<file path="config.mk">
export PLATFORM = sky130hd
export DESIGN_NAME = qeciphy_faw_lock_ctrl
export DESIGN_NICKNAME = d
export VERILOG_FILES = /design/src/rtl/qeciphy_faw_lock_ctrl.sv
export SDC_FILE = /design/constraint.sdc
export NUM_CORES = 1
export LEC_CHECK = 0
export BUFFER_PORTS_ARGS = -buffer_cell sky130_fd_sc_hd__buf_2
export CORE_MARGIN = 5
export CORE_UTILIZATION = 50
export DETAILED_ROUTE_END_ITERATION = 8
export GPL_TIMING_DRIVEN = 0
export PLACE_DENSITY = 0.83
export SETUP_SLACK_MARGIN = 0.5
export SLEW_MARGIN = 20
export SYNTH_ARGS = -nofsm -noshare
export SYNTH_HDL_FRONTEND = slang
export SYNTH_SLANG_ARGS = --single-unit
</file>
<file path="constraint.sdc">
create_clock -name clk -period 4 [get_ports clk]
set_input_delay 1.2 -clock clk [delete_from_list [all_inputs] [get_ports clk]]
set_output_delay 1.2 -clock clk [all_outputs]
set_load 0.02 [all_outputs]
</file>
<file path="src/rtl/qeciphy_faw_lock_ctrl.sv">
// Frame Alignment Word lock controller: hunts for the FAW, requests bitslips when
// none is found within a frame, verifies periodicity and tracks lock.
package qeciphy_pkg;

  function automatic logic is_faw(input logic [63:0] data, input logic valid);
    return valid && (data[39:32] == 8'hCB) && (data[7:0] == 8'hBC);
  endfunction

endpackage

module qeciphy_faw_lock_ctrl #(
  parameter int FAW_PERIOD   = 64,
  parameter int VERIFY_COUNT = 3,
  parameter int MISS_LIMIT   = 4,
  parameter int SLIP_WAIT    = 32
) (
  input  logic        clk,
  input  logic        rst,
  input  logic        align_en,
  input  logic [63:0] rx_data,
  input  logic        rx_valid,
  output logic        rx_slip,
  output logic        locked,
  output logic        faw_strobe,
  output logic [1:0]  state,
  output logic [7:0]  slip_count
);

  localparam int POS_W   = $clog2(FAW_PERIOD) + 1;
  localparam int MATCH_W = $clog2(VERIFY_COUNT) + 1;
  localparam int MISS_W  = $clog2(MISS_LIMIT) + 1;
  localparam int WAIT_W  = $clog2(SLIP_WAIT) + 1;

  localparam logic [POS_W-1:0]   POS_LAST   = POS_W'(FAW_PERIOD);
  localparam logic [POS_W-1:0]   HUNT_LAST  = POS_W'(FAW_PERIOD - 1);
  localparam logic [MATCH_W-1:0] MATCH_LAST = MATCH_W'(VERIFY_COUNT - 1);
  localparam logic [MISS_W-1:0]  MISS_LAST  = MISS_W'(MISS_LIMIT - 1);
  localparam logic [WAIT_W-1:0]  WAIT_LOAD  = WAIT_W'(SLIP_WAIT - 1);

  typedef enum logic [1:0] {
    ST_HUNT   = 2'd0,
    ST_SLIP   = 2'd1,
    ST_VERIFY = 2'd2,
    ST_LOCKED = 2'd3
  } state_t;

  state_t               state_q, state_d;
  logic [POS_W-1:0]     pos_q, pos_d;
  logic [POS_W-1:0]     hunt_q, hunt_d;
  logic [MATCH_W-1:0]   match_q, match_d;
  logic [MISS_W-1:0]    miss_q, miss_d;
  logic [WAIT_W-1:0]    wait_q, wait_d;
  logic [7:0]           slip_cnt_q, slip_cnt_d;
  logic                 slip_q, slip_d;
  logic                 strobe_q, strobe_d;
  logic                 locked_q, locked_d;

  logic faw_hit;
  logic at_exp;

  assign faw_hit = qeciphy_pkg::is_faw(rx_data, rx_valid);
  // pos_q is the position of the word currently on rx_data relative to the anchor
  assign at_exp  = rx_valid && (pos_q == POS_LAST);

  // State register and all registered outputs
  always_ff @(posedge clk) begin
    if (rst) begin
      state_q    <= ST_HUNT;
      pos_q      <= '0;
      hunt_q     <= '0;
      match_q    <= '0;
      miss_q     <= '0;
      wait_q     <= '0;
      slip_cnt_q <= '0;
      slip_q     <= 1'b0;
      strobe_q   <= 1'b0;
      locked_q   <= 1'b0;
    end else begin
      state_q    <= state_d;
      pos_q      <= pos_d;
      hunt_q     <= hunt_d;
      match_q    <= match_d;
      miss_q     <= miss_d;
      wait_q     <= wait_d;
      slip_cnt_q <= slip_cnt_d;
      slip_q     <= slip_d;
      strobe_q   <= strobe_d;
      locked_q   <= locked_d;
    end
  end

  // Next-state logic
  always_comb begin
    state_d = state_q;
    if (!align_en) begin
      state_d = ST_HUNT;
    end else begin
      case (state_q)
        ST_HUNT: begin
          if (faw_hit) begin
            state_d = ST_VERIFY;
          end else if (rx_valid && (hunt_q == HUNT_LAST)) begin
            state_d = ST_SLIP;
          end
        end
        ST_SLIP: begin
          if (wait_q == '0) state_d = ST_HUNT;
        end
        ST_VERIFY: begin
          if (at_exp) begin
            if (!faw_hit)                     state_d = ST_HUNT;
            else if (match_q == MATCH_LAST)   state_d = ST_LOCKED;
          end
        end
        ST_LOCKED: begin
          if (at_exp && !faw_hit && (miss_q == MISS_LAST)) state_d = ST_HUNT;
        end
        default: state_d = ST_HUNT;
      endcase
    end
  end

  // Counter and output logic
  always_comb begin
    pos_d      = pos_q;
    hunt_d     = hunt_q;
    match_d    = match_q;
    miss_d     = miss_q;
    wait_d     = wait_q;
    slip_cnt_d = slip_cnt_q;
    slip_d     = 1'b0;
    strobe_d   = 1'b0;
    locked_d   = (state_d == ST_LOCKED);

    if (!align_en) begin
      pos_d   = '0;
      hunt_d  = '0;
      match_d = '0;
      miss_d  = '0;
      wait_d  = '0;
    end else begin
      case (state_q)
        ST_HUNT: begin
          if (faw_hit) begin
            pos_d    = POS_W'(1);
            hunt_d   = '0;
            strobe_d = 1'b1;
          end else if (rx_valid) begin
            if (hunt_q == HUNT_LAST) begin
              hunt_d     = '0;
              slip_d     = 1'b1;
              wait_d     = WAIT_LOAD;
              slip_cnt_d = (slip_cnt_q == 8'hFF) ? slip_cnt_q : slip_cnt_q + 8'd1;
            end else begin
              hunt_d = hunt_q + POS_W'(1);
            end
          end
        end
        ST_SLIP: begin
          if (wait_q != '0) begin
            wait_d = wait_q - WAIT_W'(1);
          end else begin
            pos_d   = '0;
            hunt_d  = '0;
            match_d = '0;
            miss_d  = '0;
          end
        end
        ST_VERIFY: begin
          if (at_exp) begin
            pos_d = POS_W'(1);
            if (faw_hit) begin
              strobe_d = 1'b1;
              match_d  = (match_q == MATCH_LAST) ? '0 : match_q + MATCH_W'(1);
            end else begin
              match_d = '0;
              pos_d   = '0;
            end
          end else if (rx_valid) begin
            pos_d = pos_q + POS_W'(1);
          end
        end
        ST_LOCKED: begin
          if (at_exp) begin
            pos_d = POS_W'(1);
            if (faw_hit) begin
              strobe_d = 1'b1;
              miss_d   = '0;
            end else if (miss_q == MISS_LAST) begin
              miss_d = '0;
              pos_d  = '0;
            end else begin
              miss_d = miss_q + MISS_W'(1);
            end
          end else if (rx_valid) begin
            pos_d = pos_q + POS_W'(1);
          end
        end
        default: begin
          pos_d = '0;
        end
      endcase
    end
  end

  assign state      = state_q;
  assign rx_slip    = slip_q;
  assign faw_strobe = strobe_q;
  assign locked     = locked_q;
  assign slip_count = slip_cnt_q;

endmodule
</file>
=== Yosys cells after proc, flatten, opt, wreduce, memory -nomap -nowiden ===
Cells that the tools add are included.

* Input bits: 68
* Word-level logic and storage cells: 103
* Output and inout port bits: 13
* Bits in registers: 39

* Reductions and logical operators: 22
* Muxes and demuxes: 40
* Add/sub/neg operators: 6
* Equality and inequality tests: 20
* Bitwise gates (word level): 5

{| class="wikitable"
|+ Operators with widths
! operator !! count
|-
| $mux 7 || 8
|-
| $pmux 7 s4 || 1
|-
| $eq 8x8->1 const B || 3
|-
| $mux 6 || 4
|-
| $mux 3 || 7
|-
| $mux 2 || 8
|-
| $ne 2x2->1 const B || 8
|-
| $add 7x1->7 const B || 2
|-
| $pmux 7 s2 || 1
|-
| $pmux 3 s2 || 2
|-
| $pmux 6 s2 || 1
|-
| $reduce_and 3->1 || 3
|-
| $add 8x1->8 const B || 1
|-
| $pmux 2 s4 || 1
|-
| $eq 7x6->1 const B || 1
|-
| $eq 7x7->1 const B || 1
|-
| $add 3x1->3 const B || 2
|-
| $eq 2x2->1 const B || 3
|-
| $eq 3x2->1 const B || 2
|-
| $logic_and 1x1->1 || 6
|-
| $logic_not 6->1 || 1
|-
| $mux 1 || 6
|-
| $reduce_and 6->1 || 1
|-
| $reduce_bool 2->1 || 3
|-
| other kinds (12) || 17
|}

=== Longest topological paths before layout ===
Gate-level depths: netlist of the first run.

* Depth in word-level cells: 10
* Mapped depth: 7
* Depth with buffers taken out: 7

=== Worst setup path after synthesis of the first run ===
No wires, ideal clock.

* Path type: input -> register
* From: input port rx_data[34]
* To: register slip_cnt_q[1], in the netlist slip_count[1]
* Stages on the path: 6
* Path buffers: 1
* Data required time: 3.874 ns
* Setup slack: 1.207 ns
* Data arrival time: 2.666 ns
* Path through: nand2b_1 -> or4_1 -> o211ai_1 -> buf_2 -> mux2i_1 -> nor2_1

* Word-level cells in the longest chain between the ends: 5

{| class="wikitable"
|+ Ends and longest elaborated chain
! item !! line !! text
|-
| start: declaration || 20 || <nowiki>input logic [63:0] rx_data,</nowiki>
|-
| $eq 8x8->1 || 6 || <nowiki>return valid && (data[39:32] == 8'hCB) && (data[7:0] == 8'hBC);</nowiki>
|-
| $logic_and 1x1->1 (2 in a row) || 6 ||
|-
| $not 1->1 (no source line) || -- ||
|-
| $reduce_and 6->1 (no source line) || -- ||
|-
| end signal: assignment || 85 || <nowiki>slip_cnt_q <= slip_cnt_d;</nowiki>
|-
| end: declaration || 53 || <nowiki>logic [7:0] slip_cnt_q, slip_cnt_d;</nowiki>
|}

No other way between the ends.
A chain may end at the register's enable or synchronous reset.

=== Worst setup path after layout of the first run ===
* From: input port rx_valid
* To: register slip_cnt_q[2], in the netlist slip_count[2]

* Word-level cells in the longest chain between the ends: 4

{| class="wikitable"
|+ Ends and longest elaborated chain
! item !! line !! text
|-
| start: declaration || 21 || <nowiki>input logic rx_valid,</nowiki>
|-
| $logic_and 1x1->1 (2 in a row) || 6 ||
|-
| $not 1->1 (no source line) || -- ||
|-
| $reduce_and 6->1 (no source line) * || -- ||
|}

Mark *: on every way between the ends. The rest lies on a longest branch, timed or not.

==> results of run 1 <==
-- per-stage QoR --
stage,util,power (W)
2_1_floorplan,-,0.0004138
3_3_place_gp,0.5724,0.0004273
3_5_place_dp,0.5724,0.0004278
4_1_cts,0.6016,0.0007666
5_1_grt,0.6016,0.0007910
6_report,0.6016,0.0007571
-- cells by family (layout without fill, tap and decap cells) --
kind of cell,after synthesis,count (layout)
xor gates and xnor gates,10,10
buffers and inverters,16,55
AOI/OAI and AO/OA,67,67
muxes,3,3
DFF,39,39
and+or+nand+nor,112,112
adders and majority gates,7,7
-- worst register-to-register path, delay by kind of cell (launching register included) --
family                 cells  cell delay (ns)
DFF                        1             0.35
AOI/OAI and AO/OA          3             0.54
and+or+nand+nor            2             0.99
buffers and inverters      1             0.24
-- cell type report --
cell class                 instances  share of cell area
clock buffer                       6             0.03407
buffer                             7             0.01136
sequential                        39              0.3221
inverter                           9             0.01394
multi-input combinational        199              0.5142
clock inverter                     2             0.01446
timing repair buffer              31             0.06402
tap                               50             0.02581
-- placed cells by master, fill, tap and decap left out, drive strengths merged, types with 5 or more instances in the layout --
master and n:
dfxtp 39, buf 33, a21oi 27, nand2 19, nor2 18, o21ai 15
clkbuf 11, nand3 10, or3 9, inv 8, nor3 7, ha 7
nand2b 6, nor2b 6, xor2 6, nor4 6, nand4b 5, a31oi 5
nand4 5, o31a 5
-- layer usage --
metal,up-vias,GRT usage,share of wire
li1,1012,-,-
met1,909,0.2275,0.45
met2,29,0.3083,0.49
met3,6,0.04139,0.044
met4,0,0.05929,0.013
met5,-,0,0
-- registers in the layout (all words and copies together), names as in the netlist --
name        cells
slip_count      8
faw_strobe      1
miss_q          3
match_q         3
locked          1
hunt_q          7
pos_q           7
state           2
rx_slip         1
wait_q          6
-- report_power, final --
group          switching [W]  leakage (nW)  internal [W]
combinational      0.0000168         0.496     0.0000130
clock               0.000136        0.0612      0.000202
sequential       0.000000572         0.314      0.000389
total               0.000154         0.871      0.000603
-- worst max-delay path by stage --
stage / startpoint / to / slack [ns] / cells past startpoint
2_1_floorplan: rx_data[34] / slip_count[1] / 1.21 / 6
3_3_place_gp: rx_valid / slip_count[2] / 0.91 / 7
3_5_place_dp: rx_valid / slip_count[2] / 0.88 / 7
4_1_cts: rx_valid / slip_count[2] / 1.18 / 7
5_1_grt: rx_data[34] / pos_q[3] / 0.98 / 7
6_report: rx_valid / slip_count[2] / 1.17 / 7
==> PnR_summary.wiki, run 1 <==
{| class="wikitable"
! Metric !! Value
|-
| Worst EP arrival || 3.05 ns
|-
| Fill cell instance count of the final layout || 394
|-
| DRC errors left || 0
|-
| Post-synthesis mux area share || 0.01438
|-
| Number of buffers between clock root and the deepest sink || 2
|-
| Endpoint class of the critical path || flop
|-
| Synthesized-area fraction occupied by and/or/nand/nor cells || 0.3026
|-
| Endpoint of the worst-slack reg-to-reg timing path || pos_q[3]
|-
| Number of flops mapped to enable cells by yosys || 0
|-
| Clock tree from TritonCTS || done
|-
| Resize count post-CTS || 0
|-
| Buffer and inverter count on the worst path || 2
|-
| Cell area reported after detailed placement || 2306 µm²
|-
| Pin count of the biggest net entering global routing || 13
|-
| Placed cell count || 335
|-
| Aggregate negative setup slack || 0 ns
|-
| Hold Startpoint || miss_q[1]
|-
| Worst hold slack across all endpoints || 0.4748 ns
|-
| Final hold violation count || 0
|-
| Std cell rows || 23
|-
| Antenna violations before repair || 0
|-
| Crit share post-route || 0.7067
|-
| Final routed wire length divided by cell count || 13.25 µm
|-
| Share of synthesized registers carrying an async set or reset || 0
|-
| Clock Sinks || 39
|-
| Total via count after detailed routing || 1956
|-
| Fraction of final layout cells sized beyond drive strength 1 || 0.1468
|-
| Category of the most critical setup path || in2reg
|-
| Source-to-sink clock delay at the later pin of the worst-skew pair || 0.30 ns
|-
| Leakage power figure || 0.8711 nW
|-
| Post-CTS setup buffer count || 0
|-
| Post-Synthesis Net Count || 329
|-
| VDD IR-drop max || 0.1786 mV
|-
| Syn-to-layout area delta || 16.06%
|-
| Post-route setup slack || 1.173 ns
|-
| Synth warnings || 0
|-
| Overall die area || 5569 µm²
|-
| Effective utilization at floorplan || 0.5183
|-
| Total detailed-routing wirelength || 4.545 mm
|-
| Setup slack of the worst register-to-register path || 1.82 ns
|-
| Number of cells produced by synthesis || 254
|-
| Number of nets still failing antenna checks after routing || 0
|-
| Maximum clock frequency || 353.8 MHz
|-
| Synthesized-area fraction occupied by ao, oa, aoi and oai cells || 0.1959
|-
| Num CTS Buffers || 5
|-
| PD cells || 312.4 nW/µm²
|-
| Class of the tightest hold or removal check || reg2reg
|-
| Total of hold buffers inserted after clock tree synthesis || 0
|-
| Number of top-level design ports || 81
|-
| Number of setup violations in the final report || 0
|-
| Height of the die || 74.63 µm
|-
| Arithmetic-cell share of the synthesized area counting full adders, half adders and majority gates || 0.04194
|-
| CTS clk-pin slew, worst paths || 0.08 ns
|-
| RSZ-0062 raised after global routing || no
|-
| Pre-Repair DR Iteration Count || 4
|-
| Routed vias/inst || 5.703
|-
| Predominant post-synthesis flop cell || sky130_fd_sc_hd__dfxtp_1
|-
| Actual transition at the worst max-transition pin || 0.6494 ns
|-
| DPL Wire Length || 3.403 mm
|-
| Max-capacitance violation count || 0
|-
| Area share of the largest cell type after synthesis || 0.3739
|-
| Register area || 780.7 µm²
|-
| Max-slew violation total from the final report || 0
|-
| Final design area excluding fillers || 2424 µm²
|-
| Top cells by instance count after synthesis || 39 x sky130_fd_sc_hd__dfxtp_1, 27 x sky130_fd_sc_hd__a21oi_1, 19 x sky130_fd_sc_hd__nand2_1, 18 x sky130_fd_sc_hd__nor2_1, 10 x sky130_fd_sc_hd__nand3_1
|-
| Combined global-route utilization of all metal layers || 0.1813
|-
| Setup clock skew after layout || 0.005974 ns
|-
| First-pass GRT wire length || 7.914 mm
|-
| Count of inserted antenna diode cells || 0
|-
| Dominant combinational cell family by area after synthesis || simple AND/OR/NAND/NOR gates
|-
| Most area-consuming cells after synthesis || sky130_fd_sc_hd__dfxtp_1 37%, sky130_fd_sc_hd__a21oi_1 6.5%, sky130_fd_sc_hd__ha_1 4.2%, sky130_fd_sc_hd__nand2_1 3.4%, sky130_fd_sc_hd__nor2_1 3.2%
|-
| Area of the multi-input gates || 1246 µm²
|-
| Post-layout min period || 2.827 ns
|-
| Flops & latches, synth || 39
|-
| Cells traversed along the worst timing path || buf_2 > or3b_1 > nor4_2 > o211ai_1 > buf_2 > or3_1 > a21oi_1
|-
| Max-slew headroom at the worst pin || 0.5650
|-
| Overflow after GRT || 0
|-
| Family of cells with the greatest summed delay on the critical path || simple AND/OR/NAND/NOR gates
|-
| Slowest Stage Delay on Critical Path || 0.38 ns
|-
| Status || finished, final reports clean
|-
| Required time worst endpoint || 4.22 ns
|-
| End point of the worst hold path || miss_q[1]
|-
| Post-synthesis average cell area || 8.221 µm²
|-
| Leading area contributor after synthesis || sky130_fd_sc_hd__dfxtp_1
|-
| Root buf cell || sky130_fd_sc_hd__clkbuf_8
|-
| Count of unique library cells instantiated by Yosys || 47
|-
| Most used cell, CP || sky130_fd_sc_hd__buf_2
|-
| Cell depth of the worst flop-to-flop path || 6
|-
| Net count reported at finish || 367
|-
| Synth Area in XOR/XNOR || 0.04194
|-
| Number of I/O port buffers || 31
|-
| Proportion of synthesized chip area in sequential cells || 0.3739
|-
| Reg-to-reg startpoint || wait_q[2]
|-
| Most common cell in the synthesized netlist || sky130_fd_sc_hd__dfxtp_1
|-
| Cell type of the slowest stage on the worst timing path || sky130_fd_sc_hd__or3b_1
|-
| Number of DRC markers after the initial detailed-route iteration || 100
|-
| Startpoint type of the worst setup path || input port
|-
| Core region area || 4029 µm²
|-
| Highest net fanout along the worst path || 10
|-
| Vias in the first global route || 1804
|-
| Post-synthesis instance area || 2088 µm²
|-
| Number of cells in the finished layout apart from fillers || 343
|-
| Hold Path Depth || 2
|-
| Die outline width || 74.63 µm
|-
| DP Worst Slack || 0.8781 ns
|-
| Global placer's final weighted congestion || 0.8272
|-
| Number of levels in the clock H-tree || 2
|}
Power figures use the tool's default switching activity.
==> inputs of run 2 (changes only) <==
--- a/config.mk
+++ b/config.mk
@@ -7,10 +7,10 @@
 export LEC_CHECK = 0
 export BUFFER_PORTS_ARGS = -buffer_cell sky130_fd_sc_hd__buf_2
 export CORE_MARGIN = 5
-export CORE_UTILIZATION = 50
+export CORE_UTILIZATION = 49
 export DETAILED_ROUTE_END_ITERATION = 8
 export GPL_TIMING_DRIVEN = 0
-export PLACE_DENSITY = 0.83
+export PLACE_DENSITY = 0.81
 export SETUP_SLACK_MARGIN = 0.5
 export SLEW_MARGIN = 20
 export SYNTH_ARGS = -nofsm -noshare
==> constraint.sdc (replaced) <==
create_clock -name clk -period 2.9 [get_ports clk]
set_input_delay 0.87 -clock clk [delete_from_list [all_inputs] [get_ports clk]]
set_output_delay 0.87 -clock clk [all_outputs]
set_load 0.02 [all_outputs]
==> PnR_summary.wiki, run 2 (synthesis results as in run 1) <==
{| class="wikitable"
! Metric !! Value
|-
| Status || finished, final reports clean (unchanged)
|-
| Antenna violations before repair || 0 (unchanged)
|-
| Total of hold buffers inserted after clock tree synthesis || 0 (unchanged)
|-
| Count of inserted antenna diode cells || 0 (unchanged)
|-
| Die outline width || 75.28 µm (was 74.63 µm)
|-
| Pin count of the biggest net entering global routing || 12 (was 13)
|-
| Endpoint class of the critical path || flop (unchanged)
|-
| Number of levels in the clock H-tree || 2 (unchanged)
|-
| Cell depth of the worst flop-to-flop path || 6 (unchanged)
|-
| Clock Sinks || 39 (unchanged)
|-
| Std cell rows || 23 (unchanged)
|-
| Overflow after GRT || 0 (unchanged)
|-
| CTS clk-pin slew, worst paths || 0.07 ns (was 0.08 ns)
|-
| Setup slack of the worst register-to-register path || 0.83 ns (was 1.82 ns)
|-
| Number of I/O port buffers || 31 (unchanged)
|-
| Number of setup violations in the final report || 0 (unchanged)
|-
| DRC errors left || 0 (unchanged)
|-
| DPL Wire Length || 3.513 mm (was 3.403 mm)
|-
| Cell type of the slowest stage on the worst timing path || sky130_fd_sc_hd__or4_4 (was sky130_fd_sc_hd__or3b_1)
|-
| Fin util || 0.6105 (was 0.6016)
|-
| Class of the tightest hold or removal check || reg2reg (unchanged)
|-
| RSZ-0062 raised after global routing || yes (was no)
|-
| Pre-Repair DR Iteration Count || 4 (unchanged)
|-
| Effective utilization at floorplan || 0.5146 (was 0.5183)
|-
| Reg-to-reg startpoint || state[1] (was wait_q[2])
|-
| Worst hold slack across all endpoints || 0.4714 ns (was 0.4748 ns)
|-
| Fraction of final layout cells sized beyond drive strength 1 || 0.1729 (was 0.1468)
|-
| Combined global-route utilization of all metal layers || 0.1836 (was 0.1813)
|-
| PD cells || 398.8 nW/µm² (was 312.4 nW/µm²)
|-
| Number of buffers between clock root and the deepest sink || 2 (unchanged)
|-
| Endpoint of the worst-slack reg-to-reg timing path || slip_count[5] (was pos_q[3])
|-
| Vias in the first global route || 1849 (was 1804)
|-
| Total via count after detailed routing || 2014 (was 1956)
|-
| Max-slew violation total from the final report || 0 (unchanged)
|-
| Actual transition at the worst max-transition pin || 0.7476 ns (was 0.6494 ns)
|-
| Highest net fanout along the worst path || 10 (unchanged)
|-
| Routed vias/inst || 5.838 (was 5.703)
|-
| Setup clock skew after layout || 0.006771 ns (was 0.005974 ns)
|-
| Total detailed-routing wirelength || 5.065 mm (was 4.545 mm)
|-
| Leakage power figure || 0.8886 nW (was 0.8711 nW)
|-
| Fill cell instance count of the final layout || 352 (was 394)
|-
| Hold Startpoint || miss_q[1] (unchanged)
|-
| Num CTS Buffers || 5 (unchanged)
|-
| Max-slew headroom at the worst pin || 0.4992 (was 0.5650)
|-
| Category of the most critical setup path || in2reg (unchanged)
|-
| Root buf cell || sky130_fd_sc_hd__clkbuf_8 (unchanged)
|-
| Worst EP arrival || 2.51 ns (was 3.05 ns)
|-
| Final routed wire length divided by cell count || 14.68 µm (was 13.25 µm)
|-
| Leading cell types in the layout, fill and taps excluded || 39 x sky130_fd_sc_hd__dfxtp_1, 30 x sky130_fd_sc_hd__buf_2, 26 x sky130_fd_sc_hd__a21oi_1 (was 39 x sky130_fd_sc_hd__dfxtp_1, 32 x sky130_fd_sc_hd__buf_2, 27 x sky130_fd_sc_hd__a21oi_1)
|-
| Most common library cell in the layout ignoring fill and taps || sky130_fd_sc_hd__dfxtp_1 (unchanged)
|-
| Hold Path Depth || 2 (unchanged)
|-
| Global placer's final weighted congestion || 0.8428 (was 0.8272)
|-
| Required time worst endpoint || 3.07 ns (was 4.22 ns)
|-
| Slowest Stage Delay on Critical Path || 0.50 ns (was 0.38 ns)
|-
| Syn-to-layout area delta || 18.63% (was 16.06%)
|-
| Height of the die || 75.28 µm (was 74.63 µm)
|-
| Post-layout min period || 2.334 ns
|-
| Largest register FFs || 8 (unchanged)
|-
| Final hold violation count || 0 (unchanged)
|-
| Cells traversed along the worst timing path || buf_2 > nand4b_1 > or4_4 > o211ai_1 > buf_4 > mux2i_1 > nor2_1 (was buf_2 > or3b_1 > nor4_2 > o211ai_1 > buf_2 > or3_1 > a21oi_1)
|-
| Crit share post-route || 0.8049
|-
| End point of the worst hold path || miss_q[1] (unchanged)
|-
| Number of nets still failing antenna checks after routing || 0 (unchanged)
|-
| Clock tree from TritonCTS || done (unchanged)
|-
| Net count reported at finish || 369 (was 367)
|-
| Aggregate negative setup slack || 0 ns (unchanged)
|-
| Max-capacitance violation count || 0 (unchanged)
|-
| VDD IR-drop max || 0.2430 mV (was 0.1786 mV)
|-
| Overall die area || 5667 µm² (was 5569 µm²)
|-
| Number of top-level design ports || 81 (unchanged)
|-
| First-pass GRT wire length || 8.093 mm (was 7.914 mm)
|-
| Maximum clock frequency || 428.4 MHz
|-
| Number of DRC markers after the initial detailed-route iteration || 108 (was 100)
|-
| Core region area || 4058 µm² (was 4029 µm²)
|-
| Source-to-sink clock delay at the later pin of the worst-skew pair || 0.29 ns (was 0.30 ns)
|-
| Startpoint type of the worst setup path || input port (unchanged)
|}
[run 2: cell count changes in the layout (fill, tap and decap cells not counted), sizes merged]
cell    previous run  this run
buf               33        35
bufinv             1         0
clkbuf            11        13
clkinv             2         1
[run 2: stage by stage]
stage | cell area (µm²) | setup WS, ns | total power, W | std cells
final | 2477 | 0.5659 | 0.0009880 | 345
after floorplan | 2095 | 0.5029 | 0.0005710 | 254
after global placement | 2312 | 0.1587 | 0.0005901 | 335
after detailed placement | 2312 | 0.1330 | 0.0005909 | 335
after global routing | 2477 | 0.4730 | 0.001021 | 345
after CTS | 2437 | 0.5225 | 0.0009881 | 344
[run 2: worst max-delay path: cells and delay by family]
family                 cells  cell delay (ns)
buffers and inverters      2             0.34
and+or+nand+nor            3             0.80
muxes                      1             0.21
AOI/OAI and AO/OA          1             0.28
[run 2: area by class of cell]
class	instances	area [µm²]	area share
clock buffers	8	100.1	0.04040
plain buffers	7	30.03	0.01212
flip-flops and latches	39	780.7	0.3152
well taps	50	62.56	0.02525
repair buffers	33	180.2	0.07273
inverters	9	33.78	0.01364
multi-input cells	199	1290	0.5207
[run 2: worst max-delay path by stage]
stage	start	endpoint	slack, ns	cells past startpoint
after floorplan	rx_data[34]	slip_count[1]	0.50	6
after global placement	rx_valid	slip_count[3]	0.16	7
after detailed placement	rx_data[34]	pos_q[6]	0.13	7
after CTS	rx_valid	slip_count[7]	0.52	7
after global routing	rx_valid	slip_count[5]	0.47	7
final	rx_data[36]	slip_count[1]	0.57	7
[run 2: metal layers]
metal / vias to the layer above / routed length, µm / global-route usage
met3: 9 / 207 / 0.05340
li1: 1013 / - / -
met4: 0 / 78 / 0.09126
met5: - / 0 / 0
met1: 955 / 2273 / 0.2207
met2: 37 / 2505 / 0.2982
[run 2: what timing repair did]
| item | in CTS | in global routing |
|---|---|---|
| pin swaps | 1 | 5 |
| resized for setup | 2 | 10 |
| buffers inserted | 1 | 1 |
| endpoints found under the setup margin | 6 | 13 |
[run 2: where the power goes]
part / internal, W / switching (W) / total, W / leakage [nW]
combinational: 0.0000204 / 0.0000261 / 0.0000466 / 0.523
sequential: 0.000536 / 0.000000832 / 0.000537 / 0.314
clock: 0.000217 / 0.000188 / 0.000405 / 0.0515
